### config.mk
export PLATFORM = sky130hd
export DESIGN_NAME = tbu_sched_flat
export DESIGN_NICKNAME = d
export VERILOG_FILES = /design/src/rtl/tbu_sched_pkg.sv /design/src/rtl/tbu_sched_if.sv /design/src/rtl/tbu_reorder_buf.sv /design/src/rtl/tbu_sched.sv /design/src/flat_wrapper.sv
export SDC_FILE = /design/constraint.sdc
export NUM_CORES = 1
export LEC_CHECK = 0
export ABC_AREA = 1
export CORE_MARGIN = 2
export CORE_UTILIZATION = 39
export DETAILED_ROUTE_END_ITERATION = 16
export PLACE_DENSITY = 0.65
export SLEW_MARGIN = 5
export SYNTH_ARGS = -nofsm -noshare
export SYNTH_HDL_FRONTEND = slang
export SYNTH_HIERARCHICAL = 1
export SYNTH_SLANG_ARGS = --single-unit
### constraint.sdc
create_clock -name clk -period 5.2 [get_ports clk]
set_clock_uncertainty 0.1 [all_clocks]
set_input_delay 1.04 -clock clk [delete_from_list [all_inputs] [get_ports clk]]
set_output_delay 1.04 -clock clk [all_outputs]
set_load 0.01 [all_outputs]
### src/rtl/tbu_sched_pkg.sv
// ---------------------------------------------------------------------------
// tbu_sched_pkg
// Shared constants and types for the Viterbi survivor-memory controller and
// traceback scheduler.
//   NUM_BANKS     : survivor memory banks (fixed, not a module parameter)
//   N_TRELLIS     : trellis states, i.e. the width of one ACS decision vector
//   dec_word_t    : one ACS decision vector, bit s = decision of state s
//   sched_state_t : traceback session phases
// ---------------------------------------------------------------------------
package tbu_sched_pkg;

   localparam int NUM_BANKS = 4;
   localparam int N_TRELLIS = 8;

   typedef logic [N_TRELLIS-1:0] dec_word_t;

   typedef enum logic [1:0] {
      IDLE,
      TRACE,
      DECODE,
      TAIL
   } sched_state_t;

endpackage : tbu_sched_pkg

### src/rtl/tbu_sched_if.sv
// ---------------------------------------------------------------------------
// tbu_sched_if
// Every handshake/bus signal of the traceback scheduler in one bundle.
//   Decision stream : dec_in, dec_valid, dec_ready
//   TBU control     : tbu_enable, tbu_selection, tbu_d_in_0, tbu_d_in_1
//   TBU result      : tbu_d_o, tbu_wr_en
//   Decoded stream  : out_bit, out_valid, out_ready
//   Status          : busy
// Modports:
//   slave  - the scheduler's own view
//   master - the surroundings (ACS unit, TBU, downstream sink)
// ---------------------------------------------------------------------------
interface tbu_sched_if;
   import tbu_sched_pkg::*;

   dec_word_t dec_in;
   logic      dec_valid;
   logic      dec_ready;

   logic      tbu_enable;
   logic      tbu_selection;
   dec_word_t tbu_d_in_0;
   dec_word_t tbu_d_in_1;
   logic      tbu_d_o;
   logic      tbu_wr_en;

   logic      out_bit;
   logic      out_valid;
   logic      out_ready;

   logic      busy;

   modport slave (
      input  dec_in, dec_valid, tbu_d_o, tbu_wr_en, out_ready,
      output dec_ready, tbu_enable, tbu_selection, tbu_d_in_0, tbu_d_in_1,
             out_bit, out_valid, busy
   );

   modport master (
      output dec_in, dec_valid, tbu_d_o, tbu_wr_en, out_ready,
      input  dec_ready, tbu_enable, tbu_selection, tbu_d_in_0, tbu_d_in_1,
             out_bit, out_valid, busy
   );

endinterface : tbu_sched_if

### src/rtl/tbu_reorder_buf.sv
// ---------------------------------------------------------------------------
// tbu_reorder_buf
// TB_LEN-bit reversal buffer. The traceback produces a block of decoded bits
// newest-first; the capture port places each bit at its forward-time index
// and the drain port replays the block oldest-first on a valid/ready stream.
// Ports:
//   clk, rst          clock, asynchronous active-low reset
//   wr, wr_bit, wr_idx  capture one decoded bit at index wr_idx
//   mark_full         block complete, start draining from index 0
//   out_bit/out_valid/out_ready  drain stream
//   empty             no block held (free for the next session)
// ---------------------------------------------------------------------------
module tbu_reorder_buf #(
   parameter  int TB_LEN = 8,
   localparam int AW     = $clog2(TB_LEN)
) (
   input  logic          clk,
   input  logic          rst,
   input  logic          wr,
   input  logic          wr_bit,
   input  logic [AW-1:0] wr_idx,
   input  logic          mark_full,
   output logic          out_bit,
   output logic          out_valid,
   input  logic          out_ready,
   output logic          empty
);

   localparam logic [AW-1:0] LAST_IDX = AW'(TB_LEN - 1);

   logic [TB_LEN-1:0] bits;
   logic              full;
   logic [AW-1:0]     idx;

   // NOTE: data storage carries no reset; it is never observed until the
   // full flag (which is reset) says a complete block has been written.
   always_ff @(posedge clk) begin
      if (wr) begin
         bits[wr_idx] <= wr_bit;
      end
   end

   // NOTE: all clocked state uses non-blocking assignments so every register
   // samples pre-edge values, independent of process evaluation order.
   always_ff @(posedge clk or negedge rst) begin
      if (!rst) begin
         full <= 1'b0;
         idx  <= '0;
      end else if (!full) begin
         idx <= '0;
         if (mark_full) begin
            full <= 1'b1;
         end
      end else if (out_ready) begin
         if (idx == LAST_IDX) begin
            full <= 1'b0;
            idx  <= '0;
         end else begin
            idx <= idx + 1'b1;
         end
      end
   end

   // Gated so stale or unknown storage never reaches the output.
   assign out_bit   = full & bits[idx];
   assign out_valid = full;
   assign empty     = !full;

endmodule : tbu_reorder_buf

### src/rtl/tbu_sched.sv
// ---------------------------------------------------------------------------
// tbu_sched
// Survivor-memory controller and traceback scheduler for the Viterbi decoder.
// ACS decision vectors are written into a 4-bank circular survivor memory of
// TB_LEN entries per bank. Once two banks are full and the output buffer is
// free, a session runs: a trace pass over the newer bank (rd_base+1) to
// settle the TBU state, then a decode pass over the older bank (rd_base)
// whose bits are captured, reversed and streamed out in forward order.
// Ports:
//   clk   clock
//   rst   asynchronous active-low reset
//   bus   tbu_sched_if.slave: decision stream, TBU control/result,
//         decoded-bit stream, busy
// ---------------------------------------------------------------------------
module tbu_sched
   import tbu_sched_pkg::*;
#(
   parameter int TB_LEN = 8
) (
   input  logic        clk,
   input  logic        rst,
   tbu_sched_if.slave  bus
);

   localparam int AW = $clog2(TB_LEN);
   localparam int BW = $clog2(NUM_BANKS);
   localparam int CW = $clog2(NUM_BANKS + 1);

   localparam logic [AW-1:0] LAST_ADDR = AW'(TB_LEN - 1);
   localparam logic [CW-1:0] CNT_FULL  = CW'(NUM_BANKS);
   localparam logic [CW-1:0] CNT_START = CW'(2);

   sched_state_t  state, state_nxt;

   logic [BW-1:0] wr_bank;
   logic [AW-1:0] wr_addr;
   logic [BW-1:0] rd_base;
   logic [BW-1:0] trace_bank;
   logic [AW-1:0] rd_addr;
   logic [CW-1:0] full_cnt;
   logic [AW-1:0] cap_cnt;
   logic [AW-1:0] cap_idx;

   logic          wr_fire;
   logic          bank_done;
   logic          bank_release;
   logic          cap_fire;
   logic          mark_full;
   logic          buf_empty;

   dec_word_t     mem [NUM_BANKS*TB_LEN];
   dec_word_t     trace_word;
   dec_word_t     decode_word;

   // ------------------------------------------------------------------
   // Write side
   // ------------------------------------------------------------------
   // With every bank full the write bank aliases the decode bank, so the
   // stream is stalled until a session releases a bank.
   assign bus.dec_ready = (full_cnt != CNT_FULL);
   assign wr_fire       = bus.dec_valid && bus.dec_ready;
   assign bank_done     = wr_fire && (wr_addr == LAST_ADDR);

   always_ff @(posedge clk) begin
      if (wr_fire) begin
         mem[{wr_bank, wr_addr}] <= bus.dec_in;
      end
   end

   // TB_LEN and NUM_BANKS are powers of two, so both pointers wrap naturally.
   always_ff @(posedge clk or negedge rst) begin
      if (!rst) begin
         wr_bank <= '0;
         wr_addr <= '0;
      end else if (wr_fire) begin
         wr_addr <= wr_addr + 1'b1;
         if (bank_done) begin
            wr_bank <= wr_bank + 1'b1;
         end
      end
   end

   // Bank accounting; a completion and a release in the same cycle cancel.
   always_ff @(posedge clk or negedge rst) begin
      if (!rst) begin
         full_cnt <= '0;
         rd_base  <= '0;
      end else begin
         if (bank_release) begin
            rd_base <= rd_base + 1'b1;
         end
         unique case ({bank_done, bank_release})
            2'b10:   full_cnt <= full_cnt + 1'b1;
            2'b01:   full_cnt <= full_cnt - 1'b1;
            default: full_cnt <= full_cnt;
         endcase
      end
   end

   // ------------------------------------------------------------------
   // Session FSM
   // ------------------------------------------------------------------
   always_ff @(posedge clk or negedge rst) begin
      if (!rst) begin
         state <= IDLE;
      end else begin
         state <= state_nxt;
      end
   end

   // NOTE: every output of this block gets a default before the case, so no
   // path leaves a signal unassigned and no latch is inferred.
   always_comb begin
      state_nxt         = state;
      bus.tbu_enable    = 1'b0;
      bus.tbu_selection = 1'b0;
      bank_release      = 1'b0;
      mark_full         = 1'b0;
      unique case (state)
         IDLE: begin
            // Holding enable low here clears the TBU state between sessions.
            if ((full_cnt >= CNT_START) && buf_empty) begin
               state_nxt = TRACE;
            end
         end
         TRACE: begin
            bus.tbu_enable = 1'b1;
            if (rd_addr == '0) begin
               state_nxt = DECODE;
            end
         end
         DECODE: begin
            // Enable stays high across TRACE->DECODE so the settled
            // TBU state carries into the decode pass.
            bus.tbu_enable    = 1'b1;
            bus.tbu_selection = 1'b1;
            if (rd_addr == '0) begin
               state_nxt = TAIL;
            end
         end
         TAIL: begin
            // The TBU result is registered, so its last bit arrives here.
            bank_release = 1'b1;
            mark_full    = 1'b1;
            state_nxt    = IDLE;
         end
         default: begin
            state_nxt = IDLE;
         end
      endcase
   end

   assign bus.busy = (state != IDLE);

   // Read address runs TB_LEN-1 down to 0 in each pass; the wrap from 0 back
   // to TB_LEN-1 reloads it for the next pass with no extra logic.
   always_ff @(posedge clk or negedge rst) begin
      if (!rst) begin
         rd_addr <= LAST_ADDR;
      end else if ((state == TRACE) || (state == DECODE)) begin
         rd_addr <= rd_addr - 1'b1;
      end
   end

   assign trace_bank  = rd_base + 1'b1;
   assign trace_word  = mem[{trace_bank, rd_addr}];
   assign decode_word = mem[{rd_base, rd_addr}];

   assign bus.tbu_d_in_0 = (state == TRACE)  ? trace_word  : '0;
   assign bus.tbu_d_in_1 = (state == DECODE) ? decode_word : '0;

   // ------------------------------------------------------------------
   // Capture of decoded bits into the reversal buffer
   // ------------------------------------------------------------------
   assign cap_fire = bus.tbu_wr_en && ((state == DECODE) || (state == TAIL));
   assign cap_idx  = LAST_ADDR - cap_cnt;

   always_ff @(posedge clk or negedge rst) begin
      if (!rst) begin
         cap_cnt <= '0;
      end else if (state == IDLE) begin
         cap_cnt <= '0;
      end else if (cap_fire) begin
         cap_cnt <= cap_cnt + 1'b1;
      end
   end

   tbu_reorder_buf #(
      .TB_LEN (TB_LEN)
   ) u_reorder_buf (
      .clk       (clk),
      .rst       (rst),
      .wr        (cap_fire),
      .wr_bit    (bus.tbu_d_o),
      .wr_idx    (cap_idx),
      .mark_full (mark_full),
      .out_bit   (bus.out_bit),
      .out_valid (bus.out_valid),
      .out_ready (bus.out_ready),
      .empty     (buf_empty)
   );

endmodule : tbu_sched

### src/flat_wrapper.sv
// flat-port wrapper written by rule: the top's interface ports become plain ports
module tbu_sched_flat import tbu_sched_pkg::*;
#(
   parameter int TB_LEN = 8
)
  (clk, rst, bus_dec_in, bus_dec_valid, bus_tbu_d_o, bus_tbu_wr_en, bus_out_ready, bus_dec_ready, bus_tbu_enable, bus_tbu_selection, bus_tbu_d_in_0, bus_tbu_d_in_1, bus_out_bit, bus_out_valid, bus_busy);
  tbu_sched_if bus_i ();
  input  logic clk;
  input  logic rst;
  input wire logic [$bits(bus_i.dec_in)-1:0] bus_dec_in;
  input wire logic [$bits(bus_i.dec_valid)-1:0] bus_dec_valid;
  input wire logic [$bits(bus_i.tbu_d_o)-1:0] bus_tbu_d_o;
  input wire logic [$bits(bus_i.tbu_wr_en)-1:0] bus_tbu_wr_en;
  input wire logic [$bits(bus_i.out_ready)-1:0] bus_out_ready;
  output wire logic [$bits(bus_i.dec_ready)-1:0] bus_dec_ready;
  output wire logic [$bits(bus_i.tbu_enable)-1:0] bus_tbu_enable;
  output wire logic [$bits(bus_i.tbu_selection)-1:0] bus_tbu_selection;
  output wire logic [$bits(bus_i.tbu_d_in_0)-1:0] bus_tbu_d_in_0;
  output wire logic [$bits(bus_i.tbu_d_in_1)-1:0] bus_tbu_d_in_1;
  output wire logic [$bits(bus_i.out_bit)-1:0] bus_out_bit;
  output wire logic [$bits(bus_i.out_valid)-1:0] bus_out_valid;
  output wire logic [$bits(bus_i.busy)-1:0] bus_busy;
  assign bus_i.dec_in = bus_dec_in;
  assign bus_i.dec_valid = bus_dec_valid;
  assign bus_i.tbu_d_o = bus_tbu_d_o;
  assign bus_i.tbu_wr_en = bus_tbu_wr_en;
  assign bus_i.out_ready = bus_out_ready;
  assign bus_dec_ready = bus_i.dec_ready;
  assign bus_tbu_enable = bus_i.tbu_enable;
  assign bus_tbu_selection = bus_i.tbu_selection;
  assign bus_tbu_d_in_0 = bus_i.tbu_d_in_0;
  assign bus_tbu_d_in_1 = bus_i.tbu_d_in_1;
  assign bus_out_bit = bus_i.out_bit;
  assign bus_out_valid = bus_i.out_valid;
  assign bus_busy = bus_i.busy;
  tbu_sched #(.TB_LEN(TB_LEN)) u_core (.clk(clk), .rst(rst), .bus(bus_i));
endmodule
==> summary.txt <==
Status
  • Status: complete, no violations

STA
  • Fin. max-slew vios: 0
  • Final setup viols: 0
  • Final worst-path cycle share: a little under nine tenths
  • Setup WS post-layout: roughly 730 ps
  • RSZ-0062 raised after global routing: no
  • Rel. slew slack: approximately 31%
  • Final worst path period need: 4465 ps
  • Fin. Hold Viols: 0
  • F_max: 223.9 MHz
  • Final hold slack: 400.7 ps
  • Setup TNS: 0 ps
  • Worst Max-Slew Pin Slew: just over 1000 ps

Place
  • Gpl congestion: a little under 0.9
  • Hpwl dp: about 20000 um
  • Port Buffers: 35
  • Post-Place Setup Slack: 1330 ps

GRT
  • Most used routing layer: met2
  • GR Util met2: between 30% and 40%
  • Grt met3 use: between 2 and 3%
  • Initial antenna violation count: 0
  • GR Util met1: 26.20%
  • Pin count of the biggest net entering global routing: 130
  • Number of global-route vias before repair: about 8700
  • Global route overflow: 0
  • First-pass GRT wire length: 51290 um
  • Gr usage total: roughly a fifth

Synth
  • Post-synthesis adder-cell area fraction: 1.981%
  • Register area share after synthesis: about two thirds
  • Syn Area/Cell: roughly 10 um^2
  • Synth Register Bits: between 200 and 300
  • Post-synthesis cell count: approximately 1300
  • Post-synthesis compound-gate area fraction: less than 1%
  • XOR/XNOR share of the synthesized area: less than 1%
  • Cell Area, Synth: ~13000 um^2
  • Ys Warns: 6
  • Combinational family with the most area after synthesis: simple AND/OR/NAND/NOR gates
  • Post-synthesis mux area share: less than 1%
  • Post-synth cell types: 26
  • Syn nets: ~1400
  • Synth area leaders: edfxtp_1 (61%), nand2_1 (11%), nand3_1 (9.0%)
  • Synth top area share: ~61%
  • Synth area leader: edfxtp_1
  • Post-Synth Simple-Gate Area: a little under a quarter

CTS
  • Clk slew on worst S/H paths: around 60 ps
  • Clock tree sinks: between 200 and 300
  • Postcts setup bufs: 0
  • Root buffer cell: clkbuf_16
  • Worst-Skew Late Latency: 550 ps
  • H-tree depth: 1
  • TritonCTS clock tree: built
  • Hold_buf cts: 0
  • CTS Buffer Depth: 3
  • TritonCTS Buffers: 31
  • Cts repair resizes: 0

Floorplanning
  • CORE AREA: 32700 um^2
  • DIE WIDTH: between 150 and 200 um
  • Io pins: 36
  • Initial Util: between 30% and 40%
  • DIE HEIGHT: around 190 um
  • Row cnt: 66
  • DIE AREA: 34850 um^2

Pwr
  • Total chip power: 0.008214 W
  • Power density over the cells: roughly 550 nW/um^2
  • Leakage power: 6.345 nW
  • Maximum VDD drop: between 200 and 300 uV

Layout
  • Layout cell share with drive strength beyond 1: 5.355%
  • Fill count: between 3000 and 4000
  • Area of the multi-input gates: 3413 um^2
  • Layout overhead on the synthesized area: 13.86%
  • Layout net count: 1392
  • Most common cell after layout, fill and taps aside: nand2_1
  • Post-layout util: between 40% and 50%
  • Most frequent cells in the layout: nand2_1 (396), edfxtp_1 (264), nand3_1 (233)
  • Antenna cells: 0
  • FF+latch area: about 8500 um^2

Job
  • Max-Cap Viols: 0

Route
  • Via density: ~4.9
  • Via count: around 9000
  • Iteration-0 DRC Markers: 890
  • Drt wl/cell: roughly 18 um
  • Remaining DRCs: 0
  • Final wirelength: approximately 33000 um
  • Initial DRT Pass Iterations: 7
  • Post-DRT Antenna Nets: 0

Critical path
  • Slowest stage cell on the critical path: buf_4
  • Worst EP arrival: approximately 3300 ps
  • Critical path origin: u_core/rd_addr[1]$_DFFE_PN1P_
  • Most used cell along the critical path: nand3_1
  • Reg-to-Reg Start: u_core/full_cnt[0]$_DFFE_PN0P_
  • Internal reg-to-reg setup slack: ~2600 ps
  • CP Capture Type: primary output
  • CP Cell Sequence: buf_4, nand3_1, nand3_1, nand3_1, nand2_1, nor2_1, nor2_1, clkdlybuf4s50_1
  • Worst EP required: 4060 ps
  • Critical Path Source Type: flip-flop
  • CP max stage delay: ~600 ps
  • Crit Path Class: reg -> out
  • CP max FO: 65

Worst hold path
  • HP Class: reg -> reg
  • Worst Hold Launch: u_core/full_cnt[2]$_DFFE_PN0P_
routing by layer:
layer | share of wire, % | vias up
met5 | 0 | -
met4 | 3.5 | 0
met3 | 6.7 | 63
met2 | 47 | 334
met1 | 43 | 4292
li1 | - | 4336
synthesized netlist by cell type:
cell type / n
edfxtp_1: 264
mux2_2: 1
buf_4: 1
nand3_1: 233
xnor2_1: 2
dfrtp_1: 19
nand2_2: 1
o22ai_1: 1
ha_1: 19
nor2_1: 80
inv_1: 226
o211ai_1: 1
nor2_2: 2
dfstp_2: 3
o21a_1: 1
inv_2: 3
nor3_1: 1
fa_1: 1
nand2_1: 396
xor2_1: 5
clkinv_1: 1
a21oi_1: 4
o21ai_0: 13
clkbuf_1: 4
buf_1: 6
buf_2: 42
critical path, delay by kind of cell (launching register included):
| kind | cells | cell delay (ps) |
|---|---|---|
| buffers and inverters | 2 | 1140 |
| DFF | 1 | 540 |
| and+or+nand+nor | 6 | 950 |
sequential cells by signal, indices dropped and copies added, names as in the netlist:
signal and cells:
u_core/cap_cnt 3, u_core/full_cnt 3, u_core/mem 256, u_core/rd_addr 3, u_core/rd_base 2, u_core/state 2, u_core/u_reorder_buf/bits 8, u_core/u_reorder_buf/idx 3
u_core/u_reorder_buf/out_valid 1, u_core/wr_addr 3, u_core/wr_bank 2
through the flow:
stage	cells	instance area, um^2
after CTS	1824	14820
after detailed placement	1767	13790
after global placement	1767	13790
final	1824	14820
after floorplan	1330	13010
after global routing	1824	14820
report_power, final:
part           switching [W]  total, W  internal [W]
combinational        0.00220   0.00315      0.000954
clock               0.000880   0.00221       0.00133
sequential          0.000110   0.00285       0.00274
total                0.00319   0.00821       0.00503
path summary, 6_finish.rpt:
| check | endpoint | depth (start not counted) |
|---|---|---|
| worst min-delay path | u_core/full_cnt[2]$_DFFE_PN0P_ | 1 |
| max in group asynchronous | u_core/cap_cnt[1]$_DFFE_PN0P_ | 1 |
| worst max-delay path | bus_tbu_d_in_0[4] | 8 |
| worst max register to register | u_core/mem[5][3]$_DFFE_PP_ | 6 |
| worst min register to register | u_core/full_cnt[2]$_DFFE_PN0P_ | 1 |
| min in group asynchronous | u_core/u_reorder_buf/idx[2]$_DFFE_PN0P_ | 1 |
kinds of logic (layout without fill, tap and decap cells):
logic type                 Yosys count  in the layout
AOI/OAI and AO/OA                   20             20
xor gates and xnor gates             7              7
adders and majority gates           20             20
buffers and inverters              283            335
DFF                                286            286
muxes                                1              1
and+or+nand+nor                    713            713
area by class of cell:
type | instances | share of cell area (%)
Timing Repair Buffer | 48 | 3.175
Multi-Input combinational cell | 761 | 23.03
Sequential cell | 286 | 57.27
Tap cell | 442 | 3.732
Clock buffer | 35 | 5.336
Inverter | 230 | 5.843
Clock inverter | 22 | 1.613
Note: power is estimated with default switching activity, not from simulation.
